$ cat config.mk
export PLATFORM = sky130hd
export DESIGN_NAME = multicycle_control
export DESIGN_NICKNAME = d
export VERILOG_FILES = /design/src/rtl/multicycle_control.sv
export SDC_FILE = /design/constraint.sdc
export NUM_CORES = 1
export LEC_CHECK = 0
export BUFFER_PORTS_ARGS = -buffer_cell sky130_fd_sc_hd__buf_2
export CAP_MARGIN = 20
export CELL_PAD_IN_SITES_DETAIL_PLACEMENT = 1
export CELL_PAD_IN_SITES_GLOBAL_PLACEMENT = 1
export CORE_MARGIN = 1
export CORE_UTILIZATION = 31
export CTS_CLUSTER_DIAMETER = 40
export DETAILED_ROUTE_END_ITERATION = 8
export GPL_TIMING_DRIVEN = 0
export PLACE_DENSITY = 0.88
export SLEW_MARGIN = 20
export SYNTH_ARGS = -nofsm -noshare
export SYNTH_HDL_FRONTEND = slang
export SYNTH_SLANG_ARGS = --single-unit
$ cat constraint.sdc
create_clock -name clk -period 2 [get_ports clk]
set_input_delay 0 -clock clk [delete_from_list [all_inputs] [get_ports clk]]
set_output_delay 0 -clock clk [all_outputs]
set_load 0.02 [all_outputs]
$ cat src/rtl/multicycle_control.sv
// Main control FSM for a multicycle RV32 core: sequences fetch, decode, execute,
// memory access and PC update. All strobes are decoded combinationally from state.
module multicycle_control #(
    parameter logic [4:0] ALU_ADD = 5'b00000,
    parameter int         STATE_W = 4
) (
    input  logic               clk,
    input  logic               rst_n,
    input  logic               invalid_inst,
    input  logic               ialign,
    input  logic               mem_fc,
    input  logic               mem_malign,
    input  logic               opcode_load,
    input  logic               opcode_miscmem,
    input  logic               opcode_opimm,
    input  logic               opcode_auipc,
    input  logic               opcode_store,
    input  logic               opcode_op,
    input  logic               opcode_lui,
    input  logic               opcode_branch,
    input  logic               opcode_jalr,
    input  logic               opcode_jal,
    input  logic               opcode_system,
    input  logic [4:0]         aluop_in,
    input  logic               alu_cond,
    output logic               write_pc,
    output logic               write_ir,
    output logic               write_rd,
    output logic               mem_read,
    output logic               mem_write,
    output logic [4:0]         alu_op,
    output logic               addr_sel,
    output logic               rd_sel,
    output logic [1:0]         alu_insel1,
    output logic [1:0]         alu_insel2,
    output logic               trap,
    output logic [STATE_W-1:0] state_dbg
);

    localparam logic [STATE_W-1:0] S_FETCH  = 'd0;
    localparam logic [STATE_W-1:0] S_DECODE = 'd1;
    localparam logic [STATE_W-1:0] S_ALU    = 'd2;
    localparam logic [STATE_W-1:0] S_MEM    = 'd3;
    localparam logic [STATE_W-1:0] S_BRANCH = 'd4;
    localparam logic [STATE_W-1:0] S_LINK   = 'd5;
    localparam logic [STATE_W-1:0] S_JUMP   = 'd6;
    localparam logic [STATE_W-1:0] S_PCINC  = 'd7;
    localparam logic [STATE_W-1:0] S_TRAP   = 'd8;

    logic [STATE_W-1:0] state, state_next;
    logic load_r, store_r, op_r, opimm_r, lui_r, auipc_r, jalr_r;

    assign state_dbg = state;

    always_ff @(posedge clk or negedge rst_n) begin
        if (!rst_n) begin
            state   <= S_FETCH;
            load_r  <= 1'b0;
            store_r <= 1'b0;
            op_r    <= 1'b0;
            opimm_r <= 1'b0;
            lui_r   <= 1'b0;
            auipc_r <= 1'b0;
            jalr_r  <= 1'b0;
        end else begin
            state <= state_next;
            // The IR may change after DECODE, so later states use these copies.
            if (state == S_DECODE) begin
                load_r  <= opcode_load;
                store_r <= opcode_store;
                op_r    <= opcode_op;
                opimm_r <= opcode_opimm;
                lui_r   <= opcode_lui;
                auipc_r <= opcode_auipc;
                jalr_r  <= opcode_jalr;
            end
        end
    end

    always_comb begin
        state_next = state;
        case (state)
            S_FETCH: begin
                if (ialign)      state_next = S_TRAP;
                else if (mem_fc) state_next = S_DECODE;
            end
            S_DECODE: begin
                if (invalid_inst)                       state_next = S_TRAP;
                else if (opcode_system)                 state_next = S_TRAP;
                else if (opcode_load || opcode_store)   state_next = S_MEM;
                else if (opcode_branch)                 state_next = S_BRANCH;
                else if (opcode_jal || opcode_jalr)     state_next = S_LINK;
                else if (opcode_miscmem)                state_next = S_PCINC;
                else if (opcode_op || opcode_opimm || opcode_lui || opcode_auipc)
                                                        state_next = S_ALU;
                else                                    state_next = S_TRAP;
            end
            S_ALU:    state_next = S_PCINC;
            S_MEM: begin
                if (mem_malign)  state_next = S_TRAP;
                else if (mem_fc) state_next = S_PCINC;
            end
            S_BRANCH: state_next = alu_cond ? S_JUMP : S_PCINC;
            S_LINK:   state_next = S_JUMP;
            S_JUMP:   state_next = S_FETCH;
            S_PCINC:  state_next = S_FETCH;
            S_TRAP:   state_next = S_TRAP;
            default:  state_next = S_TRAP;
        endcase
    end

    always_comb begin
        write_pc   = 1'b0;
        write_ir   = 1'b0;
        write_rd   = 1'b0;
        mem_read   = 1'b0;
        mem_write  = 1'b0;
        alu_op     = ALU_ADD;
        addr_sel   = 1'b0;
        rd_sel     = 1'b0;
        alu_insel1 = 2'b00;
        alu_insel2 = 2'b00;
        trap       = 1'b0;
        // Outputs fall to defaults immediately on reset, without waiting for a clock.
        if (rst_n) begin
            case (state)
                S_FETCH: begin
                    if (!ialign) begin
                        mem_read = 1'b1;
                        write_ir = mem_fc;
                    end
                end
                S_ALU: begin
                    write_rd = 1'b1;
                    if (op_r) begin
                        alu_op = aluop_in;
                    end else if (opimm_r) begin
                        alu_insel2 = 2'b01;
                        alu_op     = aluop_in;
                    end else if (lui_r) begin
                        alu_insel1 = 2'b10;
                        alu_insel2 = 2'b01;
                    end else if (auipc_r) begin
                        alu_insel1 = 2'b01;
                        alu_insel2 = 2'b01;
                    end
                end
                S_MEM: begin
                    alu_insel2 = 2'b01;
                    addr_sel   = 1'b1;
                    if (!mem_malign) begin
                        mem_read  = load_r;
                        mem_write = store_r;
                        if (mem_fc && load_r) begin
                            write_rd = 1'b1;
                            rd_sel   = 1'b1;
                        end
                    end
                end
                S_BRANCH: alu_op = aluop_in;
                S_LINK: begin
                    alu_insel1 = 2'b01;
                    alu_insel2 = 2'b10;
                    write_rd   = 1'b1;
                end
                S_JUMP: begin
                    alu_insel1 = jalr_r ? 2'b00 : 2'b01;
                    alu_insel2 = 2'b01;
                    write_pc   = 1'b1;
                end
                S_PCINC: begin
                    alu_insel1 = 2'b01;
                    alu_insel2 = 2'b10;
                    write_pc   = 1'b1;
                end
                S_TRAP:  trap = 1'b1;
                default: ;
            endcase
        end
    end

endmodule

# Word level (Yosys, flattened, before mapping)

Cells that the tools add are included.

Word-level logic and storage cells: 81
Register bits after elaboration: 11

Eq/ne operators: 10
Reductions and logical operators: 12
Multiplexer cells: 51

Operators by type and width:

| operator                                       | count |
|---|---|
| 2-to-1 mux 4 bit                               | 11 |
| case mux 4 bit (7 select lines)                | 1 |
| 2-to-1 mux 1 bit                               | 26 |
| == test 4 x 3 -> 1 bit (second input constant) | 4 |
| 2-to-1 mux 5 bit                               | 3 |
| case mux 2 bit (3 select lines)                | 2 |
| 2-to-1 mux 2 bit                               | 5 |
| case mux 5 bit (2 select lines)                | 1 |
| == test 4 x 2 -> 1 bit (second input constant) | 2 |
| OR reduction 2 bit                             | 4 |
| inequality test 3 bit (second input constant)  | 2 |
| logical OR 1 bit                               | 5 |
| == test 4 x 1 -> 1 bit (second input constant) | 1 |
| == test 4 bit (second input constant)          | 1 |
| logical NOT 4 bit                              | 1 |
| case mux 1 bit (2 select lines)                | 2 |
| AND reduction 2 bit                            | 1 |
| logical AND 1 bit                              | 1 |

# Longest topological paths before layout

Word-level depth: 11
Gate-level depth with buffers: 5

# Worst setup path before layout

Ideal clock, no wire load.

Path kind: reg2out
Start: reg state[2] (netlist: state_dbg[2])
End: out alu_insel1[0]
Slack: 172 ps
Path buffers: 0
Stages on the path, launching flop included: 5
Arrival time: 1828 ps
Data required time: 2000 ps
Cells stage by stage: dfrtp_1 nor2_1 nand3_1 or4b_2 a21oi_1

Word-level cells in the longest chain between the ends: 4

Ends and longest elaborated chain:

| element                             | RTL line | source |
|---|---|---|
| start, declared                     | 50       | `logic [STATE_W-1:0] state, state_next;` |
| start signal, assigned              | 66       | `state <= state_next;` |
| == test 4 x 3 -> 1 bit              | 126      | `case (state)` |
| OR reduction 2 bit (no source line) | n/a      |  |
| case mux 2 bit (3 select lines) *   | 126      |  |
| 2-to-1 mux 2 bit *                  | 125      | `if (rst_n) begin` |
| end, declared                       | 34       | `output logic [1:0] alu_insel1,` |

Every way passes the cells marked *; elsewhere a longest branch is shown, timed or not.

# Worst setup path in the final report

Start: reg state[3] (netlist: state_dbg[3])
End: out write_rd

Word-level cells in the longest chain between the ends: 4

Ends and longest elaborated chain:

| element                                                                 | RTL line | source |
|---|---|---|
| == test 4 x 2 -> 1 bit / == test 4 x 3 -> 1 bit (equally long branches) | 126      |  |
| OR reduction 2 bit (no source line)                                     | n/a      |  |
| case mux 1 bit (2 select lines) *                                       | 126      |  |
| 2-to-1 mux 1 bit *                                                      | 125      |  |
| end, declared                                                           | 28       | `output logic write_rd,` |

Marked as above.

==> results by group <==
Worst hold path
  – Hold path startpoint: opcode_jalr
  – Worst hold stages: 2
  – Hold Crit Class: in -> reg
  – Hold Path End: jalr_r

Clock tree
  – Clock Pin Slew Worst Setup and Hold Paths: 70 ps
  – CTS max path bufs: 2
  – Clock sinks: 11
  – H-tree depth: 1
  – CTS tree: yes
  – Num CTS Buffers: 3
  – Clk root buf: clkbuf_4
  – Clk_lat worst skew: 270 ps

STA
  – Final Cycle Share: 94.7%
  – Fin crit period: 1890 ps
  – Rel. slew slack: 62.1%
  – Max Freq: 0.528 GHz
  – Setup violators final: 0
  – Final setup margin: 106 ps
  – Final Max Slew Viols: 0
  – Clk_skew: 4.77 ps
  – Slew @ Worst Pin: 569 ps
  – Fin. Hold Viols: 0

Routing
  – DRC viols: 0
  – Pre-antenna DRT Iters: 4
  – Initial DRC Count: 4
  – ANT nets after route: 0
  – Routed vias: 987
  – Wire length on met1: 1070 microns
  – Met2 Wirelength: 1410 microns
  – WL/cell: 14.4 microns
  – Top Metal Used: met4
  – Routed WL: 2660 microns
  – Via/cell ratio: 5.34
  – Routed wl met3: 144 microns

Floorplanning
  – I/O pin count: 44
  – Initial core utilization: 33.3%
  – DIE AREA: 0.00292 sq mm
  – Core Footprint: 0.00252 sq mm
  – DIE WIDTH: 54.1 microns
  – Row cnt: 18
  – Die Ht: 54.1 microns

Critical path
  – Startpoint Class: flip-flop
  – FF-to-FF setup slack: 180 ps
  – R2r worst-path depth: 4
  – Critical Path AT: 1890 ps
  – Crit Path Category: reg -> out
  – Crit path capture type: output pin
  – Worst R2R Start: state_dbg[1]
  – Worst path required time: 2000 ps
  – CP max FO: 10
  – RR Endpoint: state_dbg[2]

Place
  – DP Area: 0.00109 sq mm
  – DP HPWL: 2020 microns
  – Placer Congestion: 0.791
  – Post-Place Cells: 173
  – Port Buffers: 43
  – Pre-CTS setup slack: 164 ps

Synthesis
  – Count of cell types in the netlist: 32
  – Seq/Total Area, Yosys: 32.7%
  – Post-synth EDFFs: 0
  – Synth Register Bits: 11
  – Avg Inst Size Synth: 8.41 sq um
  – Mapped Cells: 100
  – Synthesized Nets: 123
  – YS warnings: 0
  – Post-Syn Area: 841 sq um
  – Synth async-reset ratio: 100%
  – Ys flop type: dfrtp_1

Cells and area
  – Antenna cells: 0
  – Layout area overhead: 48.4%
  – Final Util: 49.5%
  – Non-Filler Instances: 185
  – Nets: 179
  – Layout cells sized above 1: 45.2%
  – Post-route cell area: 0.00125 sq mm

GRT
  – First-pass GRT wire length: 4210 microns
  – Largest net degree at the start of global routing: 12
  – Initial antenna violation count: 0
  – Vias in the first global route: 922
  – Overall routing resource usage: 20.2%
  – GR Overflow Total: 0

Run
  – Max cap viols: 0

Run status
  – Status: completed

Pwr
  – Peak supply drop: 0.000373 V
  – Leakage: 0.595 nW
  – Power consumption: 470 uW
  – PwrDens: 377 mW/mm^2
==> per-stage QoR <==
| stage | TNS [ps] | hold slack, ps |
|---|---|---|
| 6_report | 0 | 22.2 |
| 5_1_grt | -18.9 | 23.3 |
| 4_1_cts | -36.0 | 21.7 |
| 3_5_place_dp | 0 | -86.1 |
| 3_3_place_gp | 0 | -87.4 |
| 2_1_floorplan | 0 | -296 |
==> flip-flops by register name (all words and copies together), names as in the netlist <==
signal and count:
state_dbg 4, auipc_r 1, jalr_r 1, load_r 1, lui_r 1, op_r 1, opimm_r 1, store_r 1
==> critical path, cell delays in order (launching register included) <==
cell and delay, ps:
dfrtp_1 460, clkbuf_1 300, nor4_2 370, nand3_1 150
a21oi_1 160, buf_2 180
==> final cells by class <==
| type | instances | area (sq um) |
|---|---|---|
| clock buffer | 4 | 26.3 |
| multi-input combinational | 83 | 581 |
| buffer | 4 | 23.8 |
| sequential | 11 | 277 |
| tap | 30 | 37.5 |
| timing repair buffer | 51 | 295 |
| fill | 320 | 1270 |
| inverter | 2 | 7.51 |
==> cells in the mapped netlist (all sizes together), types with 2 or more instances <==
library cell | n | share of area [%]
and3 | 2 | 1.5
nand2 | 9 | 4.0
nor3b | 3 | 3.3
a211o | 2 | 2.1
nor4 | 4 | 3.0
nor4b | 2 | 3.9
inv | 2 | 0.89
or2 | 2 | 1.5
a21oi | 7 | 4.2
o21ai | 2 | 1.2
dfrtp | 11 | 33
mux2 | 7 | 9.4
nor2b | 4 | 3.0
nor2 | 14 | 6.2
nand3 | 2 | 1.2
nor3 | 7 | 4.2
and2 | 5 | 3.7
clkbuf | 3 | 1.3
==> placed cells by master (no fill, tap or decap), types with 2 or more instances in the layout <==
cell | synthesis | routed
a211o_1 | 2 | 2
a21oi_1 | 7 | 6
and2_1 | 5 | 5
and3_1 | 2 | 2
buf_2 | 1 | 42
buf_4 | 0 | 3
clkbuf_1 | 3 | 2
clkbuf_4 | 0 | 4
dfrtp_1 | 11 | 10
dlygate4sd3_1 | 0 | 7
inv_1 | 2 | 2
mux2_2 | 7 | 7
nand2_1 | 9 | 9
nand3_1 | 2 | 2
nor2_1 | 14 | 13
nor2b_1 | 4 | 3
nor3_1 | 7 | 7
nor3b_1 | 2 | 2
nor4_1 | 4 | 2
o21ai_0 | 2 | 2
or2_2 | 2 | 2
==> kinds of logic (layout without fill, tap and decap cells) <==
kind of cell,count (synthesis),in the layout,share of synthesized area [%]
AOI/OAI and AO/OA,17,17,14.6
xor gates and xnor gates,1,1,1.04
buffers and inverters,6,61,2.83
DFF,11,11,32.7
muxes,8,8,10.6
and+or+nand+nor,57,57,38.2
==> metal layers <==
metal | vias up | GRT usage [%]
li1 | 477 | -
met1 | 469 | 23.7
met2 | 37 | 36.4
met3 | 4 | 3.39
met4 | 0 | 7.69
met5 | - | 0
==> where the power goes <==
group	leakage (nW)	internal (mW)	switching, mW
sequential	0.143	0.231	0.00748
clock	0.0150	0.0774	0.0750
combinational	0.437	0.0411	0.0383
total	0.595	0.350	0.121
==> what timing repair did <==
action,in CTS,in global routing
buffers inserted,0,1
hold buffers,7,0
endpoints found under the hold margin,17,0
setup endpoints to repair,9,9
pin swaps,0,1
resized for setup,6,10
==> worst max path at each step <==
stage,cells past startpoint,start,endpoint,slack [ps]
final,5,state_dbg[3],write_rd,110
after global routing,4,state_dbg[1],state_dbg[0],-20
after CTS,5,state_dbg[2],alu_insel1[0],-40
after detailed placement,5,state_dbg[2],alu_insel1[0],160
after global placement,5,state_dbg[2],alu_insel1[0],200
after floorplan,4,state_dbg[2],alu_insel1[0],170
(Power assumes the default switching activity.)
